--- config.mk ---
export PLATFORM = sky130hd
export DESIGN_NAME = wb_write_arbiter
export DESIGN_NICKNAME = d
export VERILOG_FILES = /design/src/rtl/wb_write_arbiter.sv
export SDC_FILE = /design/constraint.sdc
export NUM_CORES = 1
export LEC_CHECK = 0
export ABC_AREA = 1
export BUFFER_PORTS_ARGS = -buffer_cell sky130_fd_sc_hd__buf_4
export CORE_MARGIN = 2
export CORE_UTILIZATION = 30
export DETAILED_ROUTE_END_ITERATION = 6
export GPL_TIMING_DRIVEN = 1
export PLACE_DENSITY_LB_ADDON = 0.3
export SYNTH_ARGS = -nofsm -noshare
export SYNTH_HDL_FRONTEND = slang
export SYNTH_SLANG_ARGS = --single-unit
export TNS_END_PERCENT = 10
--- constraint.sdc ---
create_clock -name Clk -period 5.2 [get_ports Clk]
set_clock_uncertainty 0.15 [all_clocks]
set_input_delay 0.26 -clock Clk [delete_from_list [all_inputs] [get_ports Clk]]
set_output_delay 0.26 -clock Clk [all_outputs]
set_load 0.005 [all_outputs]
--- src/rtl/wb_write_arbiter.sv ---
// Register-file write-port arbiter: ALU results take priority, load results queue in an in-order FIFO.
// Optional macro WB_PENDING_CHECK_EN adds the chk_addr/chk_pending in-flight write lookup.
module wb_write_arbiter #(
  parameter int DATA_WIDTH   = 64,
  parameter int ADDR_WIDTH   = 5,
  parameter int FIFO_DEPTH   = 4,
  parameter int STARVE_LIMIT = 3,
  localparam int CNT_W = $clog2(FIFO_DEPTH + 1)
) (
  input  logic                  Clk,
  input  logic                  Rst_n,
  input  logic                  alu_valid,
  output logic                  alu_ready,
  input  logic [ADDR_WIDTH-1:0] alu_addr,
  input  logic [DATA_WIDTH-1:0] alu_data,
  input  logic                  mem_valid,
  output logic                  mem_ready,
  input  logic [ADDR_WIDTH-1:0] mem_addr,
  input  logic [DATA_WIDTH-1:0] mem_data,
`ifdef WB_PENDING_CHECK_EN
  input  logic [ADDR_WIDTH-1:0] chk_addr,
  output logic                  chk_pending,
`endif
  output logic                  write_En,
  output logic [ADDR_WIDTH-1:0] writeAddr,
  output logic [DATA_WIDTH-1:0] data_in,
  output logic [CNT_W-1:0]      pending_cnt
);

  localparam int PTR_W = (FIFO_DEPTH > 1) ? $clog2(FIFO_DEPTH) : 1;
  localparam int STV_W = $clog2(STARVE_LIMIT + 1);

  logic [ADDR_WIDTH-1:0] fifo_addr [FIFO_DEPTH];
  logic [DATA_WIDTH-1:0] fifo_data [FIFO_DEPTH];
  logic [PTR_W-1:0]      rd_ptr, wr_ptr;
  logic [CNT_W-1:0]      count;
  logic [STV_W-1:0]      starve_cnt;

  logic fifo_nonempty, force_fifo, alu_grant, fifo_grant, push;
  logic [ADDR_WIDTH-1:0] win_addr;
  logic [DATA_WIDTH-1:0] win_data;

  assign fifo_nonempty = (count != '0);
  assign force_fifo    = fifo_nonempty && (starve_cnt == STV_W'(STARVE_LIMIT));
  assign alu_ready     = !force_fifo;
  assign mem_ready     = (count < CNT_W'(FIFO_DEPTH));
  assign push          = mem_valid && mem_ready;
  assign alu_grant     = alu_valid && !force_fifo;
  assign fifo_grant    = !alu_grant && fifo_nonempty;
  assign pending_cnt   = count;

  always_comb begin
    win_addr = alu_addr;
    win_data = alu_data;
    if (fifo_grant) begin
      win_addr = fifo_addr[rd_ptr];
      win_data = fifo_data[rd_ptr];
    end
  end

  // Storage needs no reset: only entries below count are ever observed.
  always_ff @(posedge Clk) begin
    if (push) begin
      fifo_addr[wr_ptr] <= mem_addr;
      fifo_data[wr_ptr] <= mem_data;
    end
  end

  always_ff @(posedge Clk or negedge Rst_n) begin
    if (!Rst_n) begin
      rd_ptr <= '0;
      wr_ptr <= '0;
      count  <= '0;
    end else begin
      if (push)       wr_ptr <= wr_ptr + PTR_W'(1);
      if (fifo_grant) rd_ptr <= rd_ptr + PTR_W'(1);
      case ({push, fifo_grant})
        2'b10:   count <= count + CNT_W'(1);
        2'b01:   count <= count - CNT_W'(1);
        default: count <= count;
      endcase
    end
  end

  always_ff @(posedge Clk or negedge Rst_n) begin
    if (!Rst_n) begin
      starve_cnt <= '0;
    end else if (fifo_grant || !fifo_nonempty) begin
      starve_cnt <= '0;
    end else if (alu_grant && (starve_cnt != STV_W'(STARVE_LIMIT))) begin
      starve_cnt <= starve_cnt + STV_W'(1);
    end
  end

  // Writes to register 0 are consumed but never enabled; address/data hold like an idle cycle.
  always_ff @(posedge Clk or negedge Rst_n) begin
    if (!Rst_n) begin
      write_En  <= 1'b0;
      writeAddr <= '0;
      data_in   <= '0;
    end else if ((alu_grant || fifo_grant) && (win_addr != '0)) begin
      write_En  <= 1'b1;
      writeAddr <= win_addr;
      data_in   <= win_data;
    end else begin
      write_En  <= 1'b0;
    end
  end

`ifdef WB_PENDING_CHECK_EN
  always_comb begin
    chk_pending = write_En && (writeAddr == chk_addr);
    for (int i = 0; i < FIFO_DEPTH; i++) begin
      if ((CNT_W'(i) < count) && (fifo_addr[rd_ptr + PTR_W'(i)] == chk_addr))
        chk_pending = 1'b1;
    end
    if (chk_addr == '0) chk_pending = 1'b0;
  end
`endif

endmodule

## Word level (Yosys, flattened, before mapping)

Memories as Yosys holds them, arrays and structs flattened.
Cells that the tools add are included.

- Eq/ne operators: 4
- Reductions and logical operators: 15
- Mux-type cells: 8
- Magnitude comparators: 1
- $add $sub $neg: 5

Operators with widths:

| operator | number |
|---|---|
| two-way mux 64 bit | 1 |
| adder 2 x 1 -> 2 bit, second input constant | 3 |
| logical AND 1 bit | 6 |
| case mux 3 bit (2 select lines) | 1 |
| two-way mux 5 bit | 1 |
| nonzero test 5 bit | 1 |
| == test 2 bit, second input constant | 2 |
| two-way mux 2 bit | 2 |
| nonzero test 2 bit | 2 |
| adder 3 x 1 -> 3 bit, second input constant | 1 |
| logical NOT 1 bit | 3 |
| less-than comparator 3 bit, second input constant | 1 |
| two-way mux 1 bit | 3 |
| nonzero test 3 bit | 1 |
| subtractor 3 x 1 -> 3 bit, second input constant | 1 |
| == test 2 x 1 -> 1 bit, second input constant | 1 |
| logical OR 1 bit | 2 |
| != test 2 bit, second input constant | 1 |

- Word-level logic and storage cells: 42
- Input port bits: 142
- Output and inout bits: 75
- Bits in writable memories: 276
- Memories: 2
- Bits in registers: 79

Memories:

| memory | words | bits a word | read ports | clocked after Yosys merged registers in | write ports | line | text |
|---|---|---|---|---|---|---|---|
| fifo_data | 4 | 64 | 1 | 0 | 1 | 34 | `logic [DATA_WIDTH-1:0] fifo_data [FIFO_DEPTH];` |
| fifo_addr | 4 | 5 | 1 | 0 | 1 | 33 | `logic [ADDR_WIDTH-1:0] fifo_addr [FIFO_DEPTH];` |

## Logic depth before layout (Yosys ltp)

- Word-level depth: 10
- Depth in mapped cells: 13

## Worst setup path before layout

OpenSTA, ideal clock, no wires.

- Path kind: reg-to-reg
- From: register count[2] (netlist: pending_cnt[2])
- To: memory fifo_addr[0][0], enable pin
- Clock period less this slack: 4,229 ps
- Library setup time: 497 ps
- Path buffers: 0
- Setup slack: 971 ps
- Data required time: 4,553 ps
- Cell stages (with the launch flop): 4
- Arrival time: 3,582 ps
- Path through: dfrtp_1 -> inv_1 -> nand2_1 -> nor2_1

- Longest elaborated chain between the ends: 4

RTL lines:

| item | line | text |
|---|---|---|
| start, declared | 36 | `logic [CNT_W-1:0] count;` |
| start signal, assigned | 78 | `2'b10: count <= count + CNT_W'(1);` |
| start signal, assigned | 79 | `2'b01: count <= count - CNT_W'(1);` |
| start signal, assigned | 80 | `default: count <= count;` |
| less-than comparator 3 bit | 46 | `assign mem_ready = (count < CNT_W'(FIFO_DEPTH));` |
| via mem_ready | 17 | `output logic mem_ready,` |
| logical AND 1 bit | 47 | `assign push = mem_valid && mem_ready;` |
| two-way mux 1 bit | 63 | `if (push) begin` |
| two-way mux 1 bit (implied by the code) | 64 | `fifo_addr[wr_ptr] <= mem_addr;` |
| end, declared | 33 |  |

The timed path passes the listed nets, and every way through them passes these cells.

## Final worst setup path

- From: register starve_cnt[0]
- To: register data_in[25]

- Longest elaborated chain between the ends: 9
- Elaborated cells between the ends (all ways): 11

RTL lines:

| item | line | text |
|---|---|---|
| start, declared | 37 | `logic [STV_W-1:0] starve_cnt;` |
| start signal, assigned | 91 | `starve_cnt <= starve_cnt + STV_W'(1);` |
| == test 2 bit * | 44 | `assign force_fifo = fifo_nonempty && (starve_cnt == STV_W'(STARVE_LIMIT));` |
| logical AND 1 bit * | 44 |  |
| logical NOT 1 bit * | 48 | `assign alu_grant = alu_valid && !force_fifo;` |
| logical AND 1 bit * | 48 |  |
| logical NOT 1 bit | 49 | `assign fifo_grant = !alu_grant && fifo_nonempty;` |
| logical AND 1 bit | 49 |  |
| two-way mux 5 bit | 55 | `if (fifo_grant) begin` |
| nonzero test 5 bit | 101 | `end else if ((alu_grant \|\| fifo_grant) && (win_addr != '0)) begin` |
| logical AND 1 bit | 101 |  |
| end signal, assigned | 104 | `data_in <= win_data;` |
| end, declared | 26 | `output logic [DATA_WIDTH-1:0] data_in,` |

Every way passes the cells marked *; elsewhere a longest branch is shown, timed or not.
A chain may end at the register's enable or synchronous reset.

==> run_results.csv <==
group,metric,value,unit
outcome,status,"complete, no violations",
layout,area_growth_syn_to_layout,35.24,%
placed_design,gp_congestion,0.7186,
clock_tree,path_clk_slew,60,ps
floorplan,die_w,222.1,um
placed_design,dpl.hpwl,22520,um
grt,grt_usage,15.94,%
clock_tree,clk_latency,550,ps
sta,fmax,261.7,MHz
synthesis,ys_types,23,
detailed_routing,routed_wl,39100,um
detailed_routing,drt_iter0_markers,546,
floorplan,core,46750,um2
power,vdd_drop_max,272.5,uV
detailed_routing,postRouteAntennaNets,0,
clock_tree,cts-htree-levels,2,
power,switchingPower,0.003561,W
detailed_routing,drc,0,
layout,final_nets,1748,
placed_design,portBuffers,216,
floorplan,fp.dieArea,49330,um2
sta,fin_setup_tns,0,ps
power,pwr-share-clk,28.7,%
floorplan,start_util,30.52,%
sta,whs,46.06,ps
floorplan,num_rows,79,
synthesis,ys_warn_count,0,
power,swShare,34.16,%
hold_path,hp-class,"in -> async",
synthesis,yosysSeqAreaShare,71.93,%
synthesis,syn_nets,1414,
synthesis,synthesis.area,14270,um2
grt,grt_max_degree,77,
sta,slew_headroom,35.77,%
setup_path,end_kind,"flop",
sta,finalSetupViolations,0,
layout,drive_gt1_share,18.95,%
detailed_routing,via_count,10286,
power,powerDensity,540.1,nW/um2
setup_path,worst_ep_arrival_time,4150,ps
detailed_routing,routed_via_density,4.594,
setup_path,crit_required,5530,ps
floorplan,io-pin-count,217,
power,leakage,7.813,nW
synthesis,postSynthAreaPerCell,11.28,um2
clock_tree,root_buffer,"clkbuf_16",
clock_tree,clockBufferDepth,3,
power,combPwrFrac,32.3,%
setup_path,critPathLaunchType,"flop",
floorplan,fp.dieH,222.1,um
setup_path,path_max_fanout,70,
job,cap_violations,0,
sta,post-route-min-period,3822,ps
clock_tree,tritoncts,"built",
grt,antenna_found_initial,2,
sta,report.final.slew_viol_count,0,
sta,finalHoldViolCount,0,
grt,grt_pass1_vias,10545,
power,p_total,0.01042,W
grt,grt_pass1_wl,60970,um
clock_tree,cts_sinks,355,
detailed_routing,post_drt_wl_per_cell,17.46,um
synthesis,syn_inst,1265,
clock_tree,cts_buffers,40,
sta,tightest_slew,959.8,ps
layout,fillers,4458,
power,power_frac_seq,39.0,%
sta,rsz0062_at_grt,"no",
setup_path,timing_worst_setup_path_type,"reg -> reg",
grt,grt_overflow,0,
power,internal-power,0.006864,W
detailed_routing,drt_pre_antenna_iters,5,
synthesis,ys_ff_latch,355,
sta,final.period_utilization,73.49,%
## cells by family (layout without fill, tap and decap cells)
family	count (synthesis)	in the layout	synth area share [%]
xor+xnor	5	5	0.3068
buf+inv	106	472	3.121
fa+ha+maj	7	7	0.6663
compound gates	202	202	7.742
simple gates	590	590	16.24
other cells	0	1	0
flops	355	355	71.93
## synth_stat cells (all sizes together)
master,n,area [um2]
xnor2,1,8.760
clkbuf,48,180.2
inv,26,97.59
a21boi,1,7.510
dfrtp,79,1977
o22ai,64,400.4
a21oi,2,10.01
buf,32,167.7
nand2,370,1391
edfxtp,276,8288
nor2,144,540.5
o21ai,135,686.9
xor2,4,35.03
ha,6,75.07
fa,1,20.02
nand3,76,385.4
## metal layers
metal	vias to the layer above	part of all wire (%)	track usage [%]
met4	2	1.7	4.534
met1	4979	45	20.83
met5	-	0.041	0
met2	222	49	27.28
li1	5035	-	-
met3	48	4.2	2.664
## placed cells by master (no fill, tap or decap), drive strengths merged
cell type,count
bufinv,8
a21boi,1
clkinvlp,1
fa,1
xor2,4
nand2,370
dfrtp,79
diode,1
clkbuf,50
buf,233
nor2,144
nand3,76
xnor2,1
clkinv,16
ha,6
a21oi,2
edfxtp,276
o22ai,64
o21ai,135
dlygate4sd3,139
inv,25
## power by group through the flow
stage	logic (W)	registers, W	clock network, W
floorplan	0.00206	0.00401	0
detailed placement	0.00335	0.00412	0
global placement	0.00330	0.00412	0
finish	0.00336	0.00407	0.00299
CTS	0.00344	0.00407	0.00307
global route	0.00380	0.00414	0.00320
## cell type report
class | instances | area, um2 | share of cell area (%)
repair buffers | 372 | 3141 | 16.27
well taps | 607 | 759.5 | 3.935
diodes | 1 | 2.502 | 0.01297
clock inverters | 24 | 329.1 | 1.705
flip-flops and latches | 355 | 10270 | 53.21
multi-input cells | 804 | 3616 | 18.74
clock buffers | 50 | 1081 | 5.601
inverters | 26 | 101.3 | 0.5251
## state kept, by name, summed over array words and instances, names as in the netlist, 2 cells and up
register     count
rd_ptr           2
starve_cnt       2
fifo_addr       20
pending_cnt      3
fifo_data      256
writeAddr        5
data_in         64
wr_ptr           2
## metrics by stage
stage	util [%]	setup WS (ps)	std cells	area, um2
after detailed placement	35.28	1345	2025	16500
after CTS	41.27	1324	2238	19300
final	41.28	1378	2239	19300
after floorplan	-	971.4	1265	14270
after global routing	41.28	968.5	2239	19300
after global placement	35.28	1352	2025	16500
## repair_timing
item,CTS,global route
endpoints found under the hold margin,375,0
gates resized for setup,0,0
buffers inserted,0,0
hold buffers,139,0
## worst max-delay path, stage by stage, from the launching register on
cell,delay [ps]
dfrtp_1,380
ha_1,240
o21ai_4,740
clkinv_2,670
a21boi_1,480
nand3_4,130
nand2_4,690
nand2_1,120
nand2_1,100
## final timing paths
path	startpoint	end	slack, ps	cells past startpoint
max	starve_cnt[0]	data_in[25]	1380	8
min	Rst_n	wr_ptr[1]	50	2
max reg2reg	starve_cnt[0]	data_in[25]	1380	8
min reg2reg	starve_cnt[0]	starve_cnt[0]	290	1
max in group asynchronous	Rst_n	rd_ptr[0]	3660	3
min in group Clk	alu_addr[0]	writeAddr[0]	70	6
(Power assumes the default switching activity.)
